<file path="src/rtl/simd_vec_exec_pkg.sv">
// Shared definitions for the SIMD vector execute stage.
// Holds the vector/lane/regfile geometry, the FSM state type and the
// per-lane int8 helpers (saturating clamp and ReLU).
package simd_pkg;

  localparam int DATA_W = 256;
  localparam int LANE_W = 8;
  localparam int NLANE  = DATA_W / LANE_W;
  localparam int IDX_W  = 5;
  localparam int MUX_W  = 2;

  typedef enum logic [0:0] {
    IDLE   = 1'b0,
    HOLD_A = 1'b1
  } state_t;

  // Clamp a 9-bit signed sum into the int8 range [-128, 127].
  function automatic logic [7:0] sat8(input logic signed [8:0] s);
    logic [7:0] r;
    if (s > 9'sd127) begin
      r = 8'h7F;
    end else if (s < -9'sd128) begin
      r = 8'h80;
    end else begin
      r = s[7:0];
    end
    return r;
  endfunction

  // Force negative int8 values to zero.
  function automatic logic [7:0] relu8(input logic [7:0] x);
    logic [7:0] r;
    if (x[7]) begin
      r = 8'h00;
    end else begin
      r = x;
    end
    return r;
  endfunction

endpackage

</file>
<file path="src/rtl/simd_vec_exec_if.sv">
// Beat/write-back bundle of the SIMD execute stage.
// master: upstream pre-register + write-back consumer side (drives i_*, reads o_*).
// slave : the execute stage itself (reads i_*, drives o_*).
interface simd_vec_exec_if;
  import simd_pkg::*;

  logic [DATA_W-1:0] i_data;
  logic              i_data_v;
  logic [IDX_W-1:0]  i_rf_idx;
  logic [MUX_W-1:0]  i_rf_mux;
  logic              i_en_simd;
  logic              i_en_vadd;
  logic              i_en_relu;
  logic              i_flush;
  logic              i_clr_sat;
  logic [DATA_W-1:0] o_wb_data;
  logic              o_wb_v;
  logic [IDX_W-1:0]  o_wb_idx;
  logic [MUX_W-1:0]  o_wb_mux;
  logic              o_pend;
  logic              o_sat;

  modport master (
    output i_data, i_data_v, i_rf_idx, i_rf_mux, i_en_simd, i_en_vadd,
           i_en_relu, i_flush, i_clr_sat,
    input  o_wb_data, o_wb_v, o_wb_idx, o_wb_mux, o_pend, o_sat
  );

  modport slave (
    input  i_data, i_data_v, i_rf_idx, i_rf_mux, i_en_simd, i_en_vadd,
           i_en_relu, i_flush, i_clr_sat,
    output o_wb_data, o_wb_v, o_wb_idx, o_wb_mux, o_pend, o_sat
  );

endinterface

</file>
<file path="src/rtl/simd_vec_exec_lane_alu.sv">
// One int8 lane of the execute stage (purely combinational).
// a       : held operand A lane
// b       : incoming beat lane
// en_add  : 1 -> sat8(a + b), 0 -> b passes through
// en_relu : zero a negative result after the add/pass stage
// res     : lane result
// sat     : the add overflowed and was clamped (never set by ReLU)
module simd_lane_alu
  import simd_pkg::*;
(
  input  logic [LANE_W-1:0] a,
  input  logic [LANE_W-1:0] b,
  input  logic              en_add,
  input  logic              en_relu,
  output logic [LANE_W-1:0] res,
  output logic              sat
);

  logic signed [LANE_W:0] sum_s;
  logic [LANE_W-1:0]      pre_s;

  // Sign-extended add, clamp, then optional ReLU.
  always_comb begin
    sum_s = $signed({a[LANE_W-1], a}) + $signed({b[LANE_W-1], b});
    if (en_add) begin
      pre_s = sat8(sum_s);
      // Overflow of a 9-bit sum shows as disagreement of its top two bits.
      sat   = sum_s[LANE_W] ^ sum_s[LANE_W-1];
    end else begin
      pre_s = b;
      sat   = 1'b0;
    end
    if (en_relu) begin
      res = relu8(pre_s);
    end else begin
      res = pre_s;
    end
  end

endmodule

</file>
<file path="src/rtl/simd_vec_exec.sv">
// Vector SIMD execute stage.
// clk, rst : clock and synchronous active-high reset
// bus      : beat inputs (data, valid, regfile idx/mux, simd/vadd/relu enables,
//            flush, sat clear) and registered write-back outputs (data, valid
//            pulse, idx, mux), plus o_pend (operand A held) and sticky o_sat.
// A vadd operation takes two accepted beats: the first is held as operand A,
// the second completes the lane-wise saturating add. Non-vadd beats pass
// through (optionally ReLU'd) at any time without disturbing a held A.
module simd_vec_exec
  import simd_pkg::*;
(
  input  logic            clk,
  input  logic            rst,
  simd_vec_exec_if.slave  bus
);

  state_t            state_r;
  logic [DATA_W-1:0] opa_r;
  logic [DATA_W-1:0] wb_data_r;
  logic              wb_v_r;
  logic [IDX_W-1:0]  wb_idx_r;
  logic [MUX_W-1:0]  wb_mux_r;
  logic              pend_r;
  logic              sat_r;

  logic              accept_s;
  logic              complete_add_s;
  logic [DATA_W-1:0] res_s;
  logic [NLANE-1:0]  lane_sat_s;

  assign accept_s       = bus.i_data_v & bus.i_en_simd;
  // Second vadd beat while A is held; a flush in the same cycle kills it.
  assign complete_add_s = accept_s & bus.i_en_vadd & ~bus.i_flush & (state_r == HOLD_A);

  for (genvar k = 0; k < NLANE; k++) begin : g_lane
    simd_lane_alu u_alu (
      .a       (opa_r[k*LANE_W +: LANE_W]),
      .b       (bus.i_data[k*LANE_W +: LANE_W]),
      .en_add  (bus.i_en_vadd),
      .en_relu (bus.i_en_relu),
      .res     (res_s[k*LANE_W +: LANE_W]),
      .sat     (lane_sat_s[k])
    );
  end

  // Operand FSM, write-back registers and sticky saturation flag.
  always_ff @(posedge clk) begin
    if (rst) begin
      state_r   <= IDLE;
      opa_r     <= {DATA_W{1'b0}};
      wb_data_r <= {DATA_W{1'b0}};
      wb_v_r    <= 1'b0;
      wb_idx_r  <= {IDX_W{1'b0}};
      wb_mux_r  <= {MUX_W{1'b0}};
      pend_r    <= 1'b0;
      sat_r     <= 1'b0;
    end else begin
      wb_v_r <= 1'b0;
      if (accept_s && !bus.i_en_vadd) begin
        wb_v_r    <= 1'b1;
        wb_data_r <= res_s;
        wb_idx_r  <= bus.i_rf_idx;
        wb_mux_r  <= bus.i_rf_mux;
      end else if (accept_s && !bus.i_flush) begin
        case (state_r)
          IDLE: begin
            opa_r   <= bus.i_data;
            state_r <= HOLD_A;
            pend_r  <= 1'b1;
          end
          HOLD_A: begin
            wb_v_r    <= 1'b1;
            wb_data_r <= res_s;
            wb_idx_r  <= bus.i_rf_idx;
            wb_mux_r  <= bus.i_rf_mux;
            state_r   <= IDLE;
            pend_r    <= 1'b0;
          end
          default: begin
            state_r <= IDLE;
            pend_r  <= 1'b0;
          end
        endcase
      end
      // Flush overrides any transition taken above.
      if (bus.i_flush) begin
        state_r <= IDLE;
        pend_r  <= 1'b0;
        opa_r   <= {DATA_W{1'b0}};
      end
      // Set beats clear when both happen in one cycle.
      if (complete_add_s && (|lane_sat_s)) begin
        sat_r <= 1'b1;
      end else if (bus.i_clr_sat) begin
        sat_r <= 1'b0;
      end
    end
  end

  assign bus.o_wb_data = wb_data_r;
  assign bus.o_wb_v    = wb_v_r;
  assign bus.o_wb_idx  = wb_idx_r;
  assign bus.o_wb_mux  = wb_mux_r;
  assign bus.o_pend    = pend_r;
  assign bus.o_sat     = sat_r;

endmodule

</file>
<file path="src/flat_wrapper.sv">
// flat-port wrapper written by rule: the top's interface ports become plain ports
module simd_vec_exec_flat import simd_pkg::*;
  (clk, rst, bus_i_data, bus_i_data_v, bus_i_rf_idx, bus_i_rf_mux, bus_i_en_simd, bus_i_en_vadd, bus_i_en_relu, bus_i_flush, bus_i_clr_sat, bus_o_wb_data, bus_o_wb_v, bus_o_wb_idx, bus_o_wb_mux, bus_o_pend, bus_o_sat);
  simd_vec_exec_if bus_i ();
  input  logic clk;
  input  logic rst;
  input wire logic [$bits(bus_i.i_data)-1:0] bus_i_data;
  input wire logic [$bits(bus_i.i_data_v)-1:0] bus_i_data_v;
  input wire logic [$bits(bus_i.i_rf_idx)-1:0] bus_i_rf_idx;
  input wire logic [$bits(bus_i.i_rf_mux)-1:0] bus_i_rf_mux;
  input wire logic [$bits(bus_i.i_en_simd)-1:0] bus_i_en_simd;
  input wire logic [$bits(bus_i.i_en_vadd)-1:0] bus_i_en_vadd;
  input wire logic [$bits(bus_i.i_en_relu)-1:0] bus_i_en_relu;
  input wire logic [$bits(bus_i.i_flush)-1:0] bus_i_flush;
  input wire logic [$bits(bus_i.i_clr_sat)-1:0] bus_i_clr_sat;
  output wire logic [$bits(bus_i.o_wb_data)-1:0] bus_o_wb_data;
  output wire logic [$bits(bus_i.o_wb_v)-1:0] bus_o_wb_v;
  output wire logic [$bits(bus_i.o_wb_idx)-1:0] bus_o_wb_idx;
  output wire logic [$bits(bus_i.o_wb_mux)-1:0] bus_o_wb_mux;
  output wire logic [$bits(bus_i.o_pend)-1:0] bus_o_pend;
  output wire logic [$bits(bus_i.o_sat)-1:0] bus_o_sat;
  assign bus_i.i_data = bus_i_data;
  assign bus_i.i_data_v = bus_i_data_v;
  assign bus_i.i_rf_idx = bus_i_rf_idx;
  assign bus_i.i_rf_mux = bus_i_rf_mux;
  assign bus_i.i_en_simd = bus_i_en_simd;
  assign bus_i.i_en_vadd = bus_i_en_vadd;
  assign bus_i.i_en_relu = bus_i_en_relu;
  assign bus_i.i_flush = bus_i_flush;
  assign bus_i.i_clr_sat = bus_i_clr_sat;
  assign bus_o_wb_data = bus_i.o_wb_data;
  assign bus_o_wb_v = bus_i.o_wb_v;
  assign bus_o_wb_idx = bus_i.o_wb_idx;
  assign bus_o_wb_mux = bus_i.o_wb_mux;
  assign bus_o_pend = bus_i.o_pend;
  assign bus_o_sat = bus_i.o_sat;
  simd_vec_exec u_core (.clk(clk), .rst(rst), .bus(bus_i));
endmodule
</file>
<file path="config.mk">
export PLATFORM = sky130hd
export DESIGN_NAME = simd_vec_exec_flat
export DESIGN_NICKNAME = d
export VERILOG_FILES = /design/src/rtl/simd_vec_exec_pkg.sv /design/src/rtl/simd_vec_exec_if.sv /design/src/rtl/simd_vec_exec_lane_alu.sv /design/src/rtl/simd_vec_exec.sv /design/src/flat_wrapper.sv
export SDC_FILE = /design/constraint.sdc
export NUM_CORES = 2
export LEC_CHECK = 0
export ABC_AREA = 1
export BUFFER_PORTS_ARGS = -buffer_cell sky130_fd_sc_hd__clkbuf_2
export CAP_MARGIN = 20
export CORE_UTILIZATION = 40
export DETAILED_ROUTE_END_ITERATION = 16
export SETUP_SLACK_MARGIN = 0.5
export SYNTH_ARGS = -nofsm -noshare
export SYNTH_HDL_FRONTEND = slang
export SYNTH_SLANG_ARGS = --single-unit
export TNS_END_PERCENT = 5
</file>
<file path="constraint.sdc">
create_clock -name clk -period 2.35 [get_ports clk]
set_input_delay 0.1175 -clock clk [delete_from_list [all_inputs] [get_ports clk]]
set_output_delay 0.1175 -clock clk [all_outputs]
set_load 0.01 [all_outputs]
</file>
# [After elaboration in Yosys (flattened, before gate mapping)]
# Index checks and enable logic that the tools add are counted.
[classes] bitwise=39 n_mux=207 order_cmp=64 add_sub_neg=32 reduce_logical=13
[ops] operator="two-way mux 8 bit" n=128
[ops] operator="two-way mux 256 bit" n=3
[ops] operator="adder 8 x 8 -> 9 bit" n=32
[ops] operator="> comparator 9 x 8 -> 1 bit, second input constant" n=32
[ops] operator="less-than comparator 9 x 8 -> 1 bit, second input constant" n=32
[ops] operator="two-way mux 7 bit" n=32
[ops] operator="two-way mux 1 bit" n=37
[ops] operator="OR reduction 32 bit" n=1
[ops] operator="XOR 1 bit" n=32
[ops] operator="two-way mux 5 bit" n=3
[ops] operator="two-way mux 2 bit" n=3
[ops] operator="nonzero test 2 bit" n=3
[ops] operator="AND 1 bit" n=4
[ops] operator="AND reduction 2 bit" n=2
[ops] operator="logical AND 1 bit" n=3
[ops] operator="inverter 1 bit" n=3
[ops] operator="AND reduction 3 bit" n=1
[ops] operator="zero test 1 bit" n=2
[ops] operator="case mux 1 bit (2 select lines)" n=1
[ops] operator="OR reduction 2 bit" n=1
[word_totals] reg_bits=522 input_bits=271 out_inout_bits=266

# [Logic depth before layout (Yosys ltp)]
[depth] ltp_word=10 ltp_mapped=19 mapped_depth_nobuf=19

# [By module]
# Synthesis repeated with hierarchy kept, for this count alone.
[hier_totals] hier_cells=6301 hier_area_um2=40891.7
[modules_own_cells] mod="simd_lane_alu" area_per_inst_um2=718.2 instances=32 cells_per_inst=125
[modules_own_cells] mod="simd_vec_exec" area_per_inst_um2=17909.7 instances=1 cells_per_inst=2301

# [Least setup slack after synthesis]
# Ideal clock, no wire load.
[synth_timing] path_type="register to register" start="reg u_core.opa_r[88]" end="reg u_core.sat_r, in the netlist u_core.bus.o_sat" arrival_time_ps=2135 path_buffers=0 setup_ps=116 stages_incl_launch_ff=16 path_slack_ps=99 period_less_slack_ps=2251 cell_sequence="dfxtp_1 > ha_1 > fa_1 > nand2_1 > nand3_1 > nand3_1 > nand2_1 > nand2_1 > a22oi_2 > inv_1 > ha_1 > nand4_1 > nor4_1 > a21oi_1 > nand2_1 > a21oi_1"
[synth_via] elab_chain_len=6
[synth_lines] element="start, declared" line="simd_vec_exec.sv:18" rtl="logic [DATA_W-1:0] opa_r;"
[synth_lines] element="start signal, assigned" line="simd_vec_exec.sv:50" rtl="opa_r <= {DATA_W{1'b0}};"
[synth_lines] element="start signal, assigned" line="simd_vec_exec.sv:67" rtl="opa_r <= bus.i_data;"
[synth_lines] element="start signal, assigned" line="simd_vec_exec.sv:89" rtl="opa_r <= {DATA_W{1'b0}};"
[synth_lines] element="adder 8 x 8 -> 9 bit (*)" line="simd_vec_exec_lane_alu.sv:24" rtl="sum_s = $signed({a[LANE_W-1], a}) + $signed({b[LANE_W-1], b});"
[synth_lines] element="XOR 1 bit (*)" line="simd_vec_exec_lane_alu.sv:28" rtl="sat = sum_s[LANE_W] ^ sum_s[LANE_W-1];"
[synth_lines] element="two-way mux 1 bit (*)" line="simd_vec_exec_lane_alu.sv:25" rtl="if (en_add) begin"
[synth_lines] element="OR reduction 32 bit (*)" line="simd_vec_exec.sv:92" rtl="if (complete_add_s && (|lane_sat_s)) begin"
[synth_lines] element="logical AND 1 bit (*)" line="simd_vec_exec.sv:92"
[synth_lines] element="two-way mux 1 bit / nonzero test 2 bit (equally long branches)"
[synth_lines] element="end signal, assigned" line="simd_vec_exec.sv:56" rtl="sat_r <= 1'b0;"
[synth_lines] element="end signal, assigned" line="simd_vec_exec.sv:93" rtl="sat_r <= 1'b1;"
[synth_lines] element="end signal, assigned" line="simd_vec_exec.sv:95" rtl="sat_r <= 1'b0;"
[synth_lines] element="end, declared" line="simd_vec_exec.sv:24" rtl="logic sat_r;"
# Every way passes the cells marked *; elsewhere a longest branch is shown, timed or not.
# A chain may end at the register's enable or synchronous reset.

# [Final worst setup path]
[layout_timing] start="reg u_core.opa_r[72]" end="reg u_core.sat_r, in the netlist u_core.bus.o_sat"
# The elaborated chain is that of the path after synthesis.

==> summary.txt <==
Post-Syn Area - 37560 sq um
ratio of cells with drive above 1 in the final layout - 27.62%
largest stage delay on the critical path - 0.35 ns
Clk network pwr share - 42.0%
Via density - 5.029
grt ovf - 0
run status - complete, but fails checks
DRC viols - 0
drt first pass iters - 6
Worst EP arrival - 3.10 ns
CTS tree - built
sequential share of the synthesized area - 27.82%
pwr/cell area - 494.8 nW/um^2
clock skew - 0.02891 ns
fmax - 389.8 MHz
Combinational Power Share - 22.9%
Seq pwr share - 35.1%
setup_tns - -1.001 ns
P_leak - 27.77 nW
routed length per instance - 16.06 um
CP Launch Type - flop
syn_nets - 6427
Die H - 308.4 um
largest cells by area after synthesis - dfxtp_1 28%, nand2_1 18%, ha_1 11%
Req. time, crit path - 2.88 ns
All-Layer GR Usage - 26.85%
Initial Utilization - 40.31%
num ports - 537
worst hold path type - in2reg
Routed Antenna Nets - 0
Die Wd - 308.4 um
Least-Margin Pin Slew - 0.7012 ns
vias in the first global route - 39910
area leader, netlist - dfxtp_1
cell mode on critical path - nand2_2
final hold vios - 0
clk_lat worst skew - 0.65 ns
H-Tree Depth - 3
Reg area - 10500 sq um
Worst-path clk slew - 0.07 ns
port bufs - 536
core box area - 93190 sq um
final worst slack - -0.2153 ns
first-pass GRT wire length - 205700 um
Synth Warn # - 0
Root Buffer - clkbuf_16
Crit path buffers/inverters - 2
Sink Count - 522
EDFF count, synth - 0
Gate Count Post-Synth - 5804
Layout area overhead - 41.99%
endpoints failing setup - 22
Post-DP HPWL - 93290 um
critical path, cell by cell - ha_4 -> fa_2 -> nand2_2 -> nand2_2 -> nand3b_1 -> nand2_1 -> nand2_2 -> a22oi_4 -> inv_2 -> ha_4 -> nand4_1 -> buf_4 -> nor4_4 -> a21oi_1 -> nand2_1 -> a21oi_2
Total Routed Length - 132200 um
number of distinct library cells after synthesis - 43
fin util - 57.23%
GPL Wtd Cong - 0.9102
failing checks - negative setup slack
minimum clock period - 2.565 ns
Via Count - 41410
initial antenna violation count - 20
die area - 95130 sq um
fin. max-slew vios - 0
Sw Share - 30.69%
Initial DRC Count - 2177
max cap viols - 0
Inserted Clock Buffers - 67
main flop type after synthesis - dfxtp_1
CP max FO - 2
Avg Cell Area, Syn - 6.472 sq um
Synth top area share - 27.82%
Max-slew headroom - 53.26%
fin nets - 7543
Slowest cell on crit path - dfxtp_2
Final Cycle Share - 109.2%
Int Power - 18.29 mW
row count - 112
critical path capture point type - flop
largest net degree at the start of global routing - 111
Worst Setup Path Type - reg2reg
Fillers - 8903
clk buf depth - 3
crit-path leading delay family - simple AND/OR/NAND/NOR gates
Post-synth ARST share - 0%
peak supply drop - 522.5 uV
NetSw - 8.098 mW
RSZ-0062 raised after global routing - true
Multi-input gate area - 27010 sq um
Synth Register Bits - 522
-- layer usage --
metal	vias up	GRT usage [%]	share of wire [%]
met4	22	10.68	3.7
met3	278	5.078	5.4
li1	20990	-	-
met2	988	45.96	47
met5	-	0	0.11
met1	19130	32.95	44
-- cell usage in the layout (no fill, tap or decap), types with 127 or more instances in the layout --
master         instances
clkbuf_2             534
nand3_1              378
nand2_1             1566
inv_1                603
dlygate4sd3_1        268
ha_1                 195
nand2_2              223
nand3_2              127
dfxtp_1              482
buf_4                362
o21ai_0              338
nor2_1               423
a21oi_1              506
-- path summary, 6_finish.rpt --
| kind | startpoint | to | slack, ns | cells after the start |
|---|---|---|---|---|
| setup / recovery | u_core.opa_r[72]$_SDFFE_PP0P_ | u_core.bus.o_sat$_SDFFE_PP0P_ | -0.22 | 16 |
| hold / removal | bus_i_data[64] | u_core.bus.o_wb_data[64]$_SDFFE_PP0P_ | 0.03 | 6 |
| setup reg to reg | u_core.opa_r[72]$_SDFFE_PP0P_ | u_core.bus.o_sat$_SDFFE_PP0P_ | -0.22 | 16 |
| hold reg to reg | u_core.bus.o_wb_data[163]$_SDFFE_PP0P_ | u_core.bus.o_wb_data[163]$_SDFFE_PP0P_ | 0.45 | 2 |
-- metrics by stage --
stage                     total power, mW  setup WS, ns  instance area (sq um)  std cells  hold WS (ns)
after global placement              14.34       -0.5989                  44480       7785        0.3315
after CTS                           26.23       -0.2254                  51610       8210      0.003526
after global routing                27.59       -0.4174                  53330       8233       0.04992
after floorplan                     12.34        0.1039                  37730       5804        0.1866
final                               26.39       -0.2153                  53330       8234       0.02953
after detailed placement            14.37       -0.6753                  44480       7785        0.3308
-- registers in the layout (all words and copies together), names as in the netlist --
name	cells
u_core.bus.o_wb_data	256
u_core.opa_r	256
u_core.bus.o_wb_idx	5
u_core.bus.o_wb_mux	2
u_core.bus.o_sat	1
u_core.bus.o_wb_v	1
u_core.state_r	1
-- power by group through the flow --
| stage | Combinational (mW) | Clock [mW] | Sequential, mW |
|---|---|---|---|
| after floorplan | 2.85 | 0 | 9.49 |
| after global placement | 4.91 | 0 | 9.43 |
| after detailed placement | 4.94 | 0 | 9.43 |
| after CTS | 5.70 | 11.3 | 9.25 |
| after global routing | 6.67 | 11.6 | 9.28 |
| final | 6.05 | 11.1 | 9.26 |
-- timing repair --
item,4_1_cts,5_1_grt
gates cloned,0,0
hold buffers,268,0
pin swaps,355,258
endpoints found under the hold margin,515,0
resized for setup,436,353
setup buffers,35,17
setup endpoints to repair,257,292
-- Yosys cell counts, types with 27 or more instances --
master    number
nand2_1     1772
dfxtp_1      522
ha_1         320
nand3_1      486
nand3b_1      77
nand3_2       32
buf_2         46
o21ai_0      340
nand2_2       61
nand4_1       27
a21oi_1      530
nor2_1       472
xnor2_1       36
clkbuf_1     122
nor3_1        36
fa_1          32
clkinv_1      39
inv_1        643
-- worst register-to-register path: cells and delay by family, from the launching register on --
family,cells,cell delay (ns)
AND/OR/NAND/NOR,8,0.90
buffers and inverters,2,0.27
adder cells (fa/ha/maj),3,0.63
flip-flops,1,0.35
AO/OA/AOI/OAI,3,0.32
-- cell families (layout without fill, tap and decap cells) --
kind of cell | after synthesis | count (layout) | share of synthesized area, %
AOI/OAI and AO/OA | 968 | 968 | 14.49
xor gates and xnor gates | 55 | 55 | 1.302
adders and majority gates | 352 | 352 | 12.37
buffers and inverters | 888 | 2057 | 9.244
DFF | 522 | 522 | 27.82
other | 0 | 7 | 0
and+or+nand+nor | 3019 | 3019 | 34.78
-- cell type report --
class                           count  share of cell area [%]
Clock inverter                     34                  0.7766
Multi-Input combinational cell   4394                   50.65
Inverter                          692                   4.927
Clock buffer                       88                   3.615
Antenna cell                        7                 0.03285
Timing Repair Buffer             1243                   17.37
Tap cell                         1254                   2.942
Sequential cell                   522                   19.69
(Power assumes the default switching activity.)
